--- config.mk ---
export PLATFORM = sky130hd
export DESIGN_NAME = serial_addsub_flat
export DESIGN_NICKNAME = d
export VERILOG_FILES = /design/src/rtl/serial_addsub_if.sv /design/src/rtl/serial_addsub.sv /design/src/flat_wrapper.sv
export SDC_FILE = /design/constraint.sdc
export NUM_CORES = 1
export LEC_CHECK = 0
export ABC_AREA = 1
export CORE_UTILIZATION = 40
export CTS_CLUSTER_DIAMETER = 200
export DETAILED_ROUTE_END_ITERATION = 8
export PLACE_DENSITY = 0.76
export SYNTH_ARGS = -nofsm -noshare
export SYNTH_HDL_FRONTEND = slang
export SYNTH_SLANG_ARGS = --single-unit
--- constraint.sdc ---
create_clock -name clk -period 1.8 [get_ports clk]
set_clock_uncertainty 0.05 [all_clocks]
set_input_delay 0.27 -clock clk [delete_from_list [all_inputs] [get_ports clk]]
set_output_delay 0.27 -clock clk [all_outputs]
set_load 0.05 [all_outputs]
--- src/rtl/serial_addsub_if.sv ---
// serial_addsub_if: start/busy/done handshake and operand/result bus for serial_addsub
interface serial_addsub_if #(parameter int WIDTH = 4);
  logic             start;
  logic [WIDTH-1:0] a;
  logic [WIDTH-1:0] b;
  logic             cin;
`ifdef SERIAL_ADDSUB_ACC_EN
  logic             acc;
`endif
  logic             busy;
  logic             done;
  logic [WIDTH-1:0] sum;
  logic             cout;
  logic             ovf;
  modport master (
    output start, a, b, cin,
`ifdef SERIAL_ADDSUB_ACC_EN
    output acc,
`endif
    input  busy, done, sum, cout, ovf
  );
  modport slave (
    input  start, a, b, cin,
`ifdef SERIAL_ADDSUB_ACC_EN
    input  acc,
`endif
    output busy, done, sum, cout, ovf
  );
endinterface

--- src/rtl/serial_addsub.sv ---
// serial_addsub: bit-serial LSB-first adder/subtractor; SERIAL_ADDSUB_ACC_EN takes A from sum when acc=1
module serial_addsub #(parameter int WIDTH = 4) (
  input  logic           clk,
  input  logic           reset,
  serial_addsub_if.slave bus
);
  localparam int CW = $clog2(WIDTH);
  typedef enum logic [1:0] {IDLE, SHIFT, DONE} state_t;
  state_t           state_q;
  logic [CW-1:0]    cnt_q;
  logic [WIDTH-1:0] a_q, b_q, sum_q, a_d;
  logic             c_q, cout_q, ovf_q, busy_q, done_q, s_d, c_d;
  // full-adder slice on the current operand LSBs and the carry FF
  always_comb begin
    s_d = a_q[0] ^ b_q[0] ^ c_q;
    c_d = (a_q[0] & b_q[0]) | (a_q[0] & c_q) | (b_q[0] & c_q);
  end
`ifdef SERIAL_ADDSUB_ACC_EN
  assign a_d = bus.acc ? sum_q : bus.a;
`else
  assign a_d = bus.a;
`endif
  // control FSM with registered handshake and result outputs
  always_ff @(posedge clk or posedge reset) begin
    if (reset) begin
      state_q <= IDLE;
      cnt_q   <= '0;
      a_q     <= '0;
      b_q     <= '0;
      c_q     <= 1'b0;
      sum_q   <= '0;
      cout_q  <= 1'b0;
      ovf_q   <= 1'b0;
      busy_q  <= 1'b0;
      done_q  <= 1'b0;
    end else begin
      case (state_q)
        IDLE: if (bus.start) begin
          a_q     <= a_d;
          b_q     <= bus.b;
          c_q     <= bus.cin;
          cnt_q   <= '0;
          busy_q  <= 1'b1;
          state_q <= SHIFT;
        end
        SHIFT: begin
          sum_q <= {s_d, sum_q[WIDTH-1:1]};
          a_q   <= a_q >> 1;
          b_q   <= b_q >> 1;
          c_q   <= c_d;
          if (cnt_q == CW'(WIDTH - 1)) begin
            ovf_q   <= c_q ^ c_d;
            cout_q  <= c_d;
            busy_q  <= 1'b0;
            done_q  <= 1'b1;
            state_q <= DONE;
          end else begin
            cnt_q <= cnt_q + 1'b1;
          end
        end
        DONE: begin
          done_q  <= 1'b0;
          state_q <= IDLE;
        end
        default: state_q <= IDLE;
      endcase
    end
  end
  assign bus.busy = busy_q;
  assign bus.done = done_q;
  assign bus.sum  = sum_q;
  assign bus.cout = cout_q;
  assign bus.ovf  = ovf_q;
endmodule

--- src/flat_wrapper.sv ---
// flat-port wrapper written by rule: the top's interface ports become plain ports
module serial_addsub_flat 
#(parameter int WIDTH = 4)
  (clk, reset, bus_start, bus_a, bus_b, bus_cin, bus_busy, bus_done, bus_sum, bus_cout, bus_ovf);
  serial_addsub_if #(.WIDTH(WIDTH)) bus_i ();
  input  logic clk;
  input  logic reset;
  input wire logic [$bits(bus_i.start)-1:0] bus_start;
  input wire logic [$bits(bus_i.a)-1:0] bus_a;
  input wire logic [$bits(bus_i.b)-1:0] bus_b;
  input wire logic [$bits(bus_i.cin)-1:0] bus_cin;
  output wire logic [$bits(bus_i.busy)-1:0] bus_busy;
  output wire logic [$bits(bus_i.done)-1:0] bus_done;
  output wire logic [$bits(bus_i.sum)-1:0] bus_sum;
  output wire logic [$bits(bus_i.cout)-1:0] bus_cout;
  output wire logic [$bits(bus_i.ovf)-1:0] bus_ovf;
  assign bus_i.start = bus_start;
  assign bus_i.a = bus_a;
  assign bus_i.b = bus_b;
  assign bus_i.cin = bus_cin;
  assign bus_busy = bus_i.busy;
  assign bus_done = bus_i.done;
  assign bus_sum = bus_i.sum;
  assign bus_cout = bus_i.cout;
  assign bus_ovf = bus_i.ovf;
  serial_addsub #(.WIDTH(WIDTH)) u_core (.clk(clk), .reset(reset), .bus(bus_i));
endmodule
**Word level (Yosys, flattened, before mapping)**

Cells that the tools add are included.
Widths: inputs -> output; s select.

- Output and inout port bits: 8
- Bits of input ports: 12
- Logic and storage cells: 51
- Register bits: 21

- Multiplexer cells: 17
- Reduce and logical (&&, ||, !) cells: 9
- Add/sub/neg operators: 1
- Eq/ne operators: 6
- Bitwise gates (word level): 8

Operators with widths:

| cell | count |
|---|---|
| $pmux 4 s2 | 2 |
| $mux 2 | 4 |
| $mux 4 | 2 |
| $pmux 2 s2 | 2 |
| $reduce_and 2->1 | 4 |
| $pmux 1 s2 | 3 |
| $reduce_and 3->1 | 2 |
| $eq 2x2->1 const B | 2 |
| $mux 1 | 4 |
| $ne 2x2->1 const B | 2 |
| $reduce_bool 2->1 | 2 |
| $and 1x1->1 | 3 |
| $xor 1x1->1 | 3 |
| $add 2x1->2 const B | 1 |
| $eq 2x1->1 const B | 1 |
| $logic_not 2->1 | 1 |
| $ne 2x1->1 const B | 1 |
| $or 1x1->1 | 2 |

**Longest topological paths before layout**

- Depth after elaboration: 4
- Mapped depth: 7
- Gate-level depth less buffers: 6

**Worst setup path after synthesis**

OpenSTA, ideal clock, no wires.

- Path kind: register to register
- From: register u_core.c_q
- To: register u_core.ovf_q (netlist: u_core.bus.ovf)
- Period minus slack after synthesis: 1290 ps
- Cell stages (with the launch flop): 5
- Library setup time: 118 ps
- Setup slack: 510 ps
- Arrival time: 1123 ps
- Buffers on the path: 0
- Data required time: 1632 ps
- Cell sequence: dfrtp_1 -> fa_1 -> xor2_1 -> nand2_1 -> nand2_1

- Longest elaborated chain between the ends: 4
- Elaborated cells on any way between the ends: 5
- Classes of those cells: 5 x bitwise

Ends and longest elaborated chain:

| element | RTL line | source |
|---|---|---|
| from (decl) | serial_addsub.sv:12 | `logic c_q, cout_q, ovf_q, busy_q, done_q, s_d, c_d;` |
| from (signal assigned) | serial_addsub.sv:41 | `c_q <= bus.cin;` |
| $and 1x1->1 | serial_addsub.sv:16 | `c_d = (a_q[0] & b_q[0]) \| (a_q[0] & c_q) \| (b_q[0] & c_q);` |
| $or 1x1->1 | serial_addsub.sv:16 |  |
| $or 1x1->1 (*) | serial_addsub.sv:16 |  |
| net u_core.c_d | serial_addsub.sv:12 |  |
| $xor 1x1->1 (*) | serial_addsub.sv:52 | `ovf_q <= c_q ^ c_d;` |
| to (signal assigned) | serial_addsub.sv:52 |  |
| to (decl) | serial_addsub.sv:12 |  |

Mark *: on every way through the listed nets, which the timed path passes. The rest lies on a longest branch.
A chain may end at the register's enable or synchronous reset.

**Worst setup path after layout**

Same ends and word-level chain as after synthesis.

==> results.txt <==
After layout, the worst setup slack is 0.383 ns. Synthesis produced 118 cells. In the final design database the tool counted 154 nets. The final clock period utilization by the worst path is around four fifths.

Measured along the y axis, the die boundary spans 51.5 um. Setup repair after global routing left no endpoint under its margin. The total global routing track utilization came out at 16.2%. The congestion estimate from routability-driven global placement came to between 0.9 and 1. The wire length per cell is 11.2 um. The post-detailed-routing wire length came out at roughly 1.9 mm. The post-route antenna net violation count came out at 0. The tool flagged a number of max-cap violations equal to 0. The number of levels in the clock H-tree came out at 1. The total of fill cells in the finished design came out at 228.

The worst setup path is of the flip-flop to flip-flop kind. The synthesized netlist net count came out at 132. The worst setup path is captured at a flip-flop. The number of hold violations in the final report came out at 0. The post-placement setup slack came out at 0.406 ns.

The data required time at the worst endpoint is 2.00 ns. The clock passes through at most 2 buffers. The flip-flop and latch area is 526 um^2. Using the TritonRoute via totals, the vias-per-cell ratio works out to 4.78. The signal arrival time at the worst endpoint is 1.61 ns. The flow ran to the end, and the final reports show no timing, DRC or antenna violations. The number of instances in the placed design is 163. At the pin with the least slew margin, the transition time is 0.342 ns.

Leaving out fill and tap cells, the most frequent cells in the layout are nand2_1, dfrtp_1, nand3_1, clkdlybuf4s50_1, buf_4. The headroom to the max-slew limit is between 70 and 80%. STA classifies the critical path startpoint as a flip-flop. The cell area after synthesis is slightly below 1000 um^2.

The number of max-slew violations in the final report is 0. The power density relative to cell area is 1870 nW/um^2. Entering global routing, the biggest net connects 22 pins. The library cell used most frequently in the layout, excluding fill and tap cells, is nand2_1.

For this run, design rule violations remaining after detail routing come to 0. The number of ports placed on the die boundary is 20. The core footprint came out at 2250 um^2. TritonCTS built the clock tree.

The yosys synthesis warning count is 0. The highest net fanout along the worst path came out at 3. The number of global-route vias before repair was 719. The setup fix buffers added after clock tree synthesis is 0.

The initial antenna violation count is 0. The fraction of layout instances using a drive strength above 1 is a little over an eighth. The area of the multi-input gates came out at 408 um^2. The sum of overflow across all layers after global routing came out at 0. The worst-skew pair later-pin latency is 0.30 ns. The number of antenna cells inserted came out at 0.

The TritonCTS buffer count is 3. The number of sinks driven by the clock tree is 21. The final HPWL from detailed placement came out at 1.39 mm. The final sum of negative setup slack came out at 0 ns. The post-CTS clock slew at the launch and capture registers of the worst setup and hold paths is ~0.11 ns. Each instance of the synthesized netlist takes up on average ~8.3 um^2. The count of cell types in the netlist came out at 17. The tree is rooted in a clkbuf_4. The die covers roughly 2700 um^2. The number of iterations in the first detailed-routing pass is 4.

The highest ir drop seen on vdd came out at ~970 uV. Setup violations remaining at the end of the flow were counted as 0. The layout overhead on the synthesized area is 21.7%.

After the flow finishes, the layout carries non-filler instances totaling 167. The maximum clock frequency is around 710 MHz. The initial detailed-routing violation count is 14.

The final critical delay including setup and external delays is 1.42 ns. The static power due to leakage is 0.650 nW. The first-pass GRT wire length came out at 3.11 mm.

The worst hold path belongs to the class input port to async pin. Counting flops and latches in the post-synthesis netlist gives 21. The routed layout has 798 vias. The fraction of the yosys area taken by sequential cells came out at 53.6%.

The initial cell density of the core is 43.5%. The count of instances resized after the clock tree is built came out at 0. The die extent in x is 51.5 um. The hold buffer count at cts is 0.

The number of input and output port buffers inserted is 19. Row generation in the floorplan step produced 17 rows.
[kinds of logic after synthesis]
logic type / after synthesis / synth area share, %
simple gates: 85 / 36.9
flops: 21 / 53.6
buf+inv: 8 / 4.85
fa+ha+maj: 2 / 3.32
compound gates: 1 / 0.510
xor+xnor: 1 / 0.893
[cell usage after synthesis]
| cell | n | area share [%] |
|---|---|---|
| nor2_4 | 1 | 1.1 |
| o21ai_0 | 1 | 0.51 |
| nand3b_1 | 1 | 0.77 |
| buf_4 | 2 | 1.5 |
| nand3_1 | 11 | 5.6 |
| inv_4 | 1 | 0.64 |
| xor2_1 | 1 | 0.89 |
| nor2_1 | 4 | 1.5 |
| nand2_1 | 65 | 25 |
| fa_1 | 1 | 2.0 |
| ha_1 | 1 | 1.3 |
| dfrtp_1 | 21 | 54 |
| buf_6 | 1 | 1.1 |
| nand2_2 | 1 | 0.64 |
| inv_1 | 2 | 0.77 |
| inv_2 | 2 | 0.77 |
| nand2_4 | 2 | 2.3 |
[final timing paths]
| kind | start | endpoint | slack, ns | cells after the start |
|---|---|---|---|---|
| min in group clk | u_core.b_q[3] | u_core.b_q[3] | 0.44 | 2 |
| max in group asynchronous | reset | u_core.a_q[2] | 1.24 | 3 |
| min | reset | u_core.bus.sum[1] | 0.24 | 3 |
| min reg2reg | u_core.b_q[3] | u_core.b_q[3] | 0.44 | 2 |
| max reg2reg | u_core.c_q | u_core.bus.ovf | 0.38 | 4 |
| max | u_core.c_q | u_core.bus.ovf | 0.38 | 4 |
[per-stage QoR]
stage	util [%]	power [mW]	hold slack [ns]	instance area [um^2]
2_1_floorplan	-	1.74	0.197	981
3_3_place_gp	51.8	1.99	0.415	1170
3_5_place_dp	51.8	2.02	0.422	1170
4_1_cts	52.9	2.25	0.248	1190
5_1_grt	52.9	2.42	0.275	1190
6_report	52.9	2.23	0.239	1190
[routing by layer]
| layer | GRT usage [%] | part of all wire, % | up-vias | routed length, um |
|---|---|---|---|---|
| li1 | - | - | 404 | - |
| met1 | 22.5 | 46 | 371 | 865 |
| met2 | 23.8 | 47 | 21 | 890 |
| met3 | 5.85 | 5.6 | 2 | 106 |
| met4 | 4.05 | 0.75 | 0 | 14 |
| met5 | 0 | 0 | - | 0 |
[power by group]
part	internal (mW)	total (mW)	switching, mW
Sequential	0.682	0.857	0.174
Combinational	0.374	1.15	0.775
Clock	0.0864	0.222	0.136
Total	1.14	2.23	1.09
[registers in the layout (all words and copies together) (netlist names)]
signal and flops:
u_core.b_q 4, u_core.bus.done 1, u_core.bus.busy 1, u_core.bus.cout 1
u_core.state_q 2, u_core.a_q 4, u_core.cnt_q 2, u_core.c_q 1
u_core.bus.ovf 1, u_core.bus.sum 4
[critical path: stages (launching register included)]
cell and delay, ns:
dfrtp_1 0.44, fa_1 0.51, xor2_1 0.23, nand2_1 0.08
nand2_1 0.06
[layout make-up]
cell class / instances / area share [%]
timing repair buffer: 20 / 14.9
inverter: 5 / 1.78
multi-input combinational: 89 / 34.2
sequential: 21 / 44.0
tap: 28 / 2.94
clock buffer: 4 / 2.20
(Power assumes the default switching activity.)
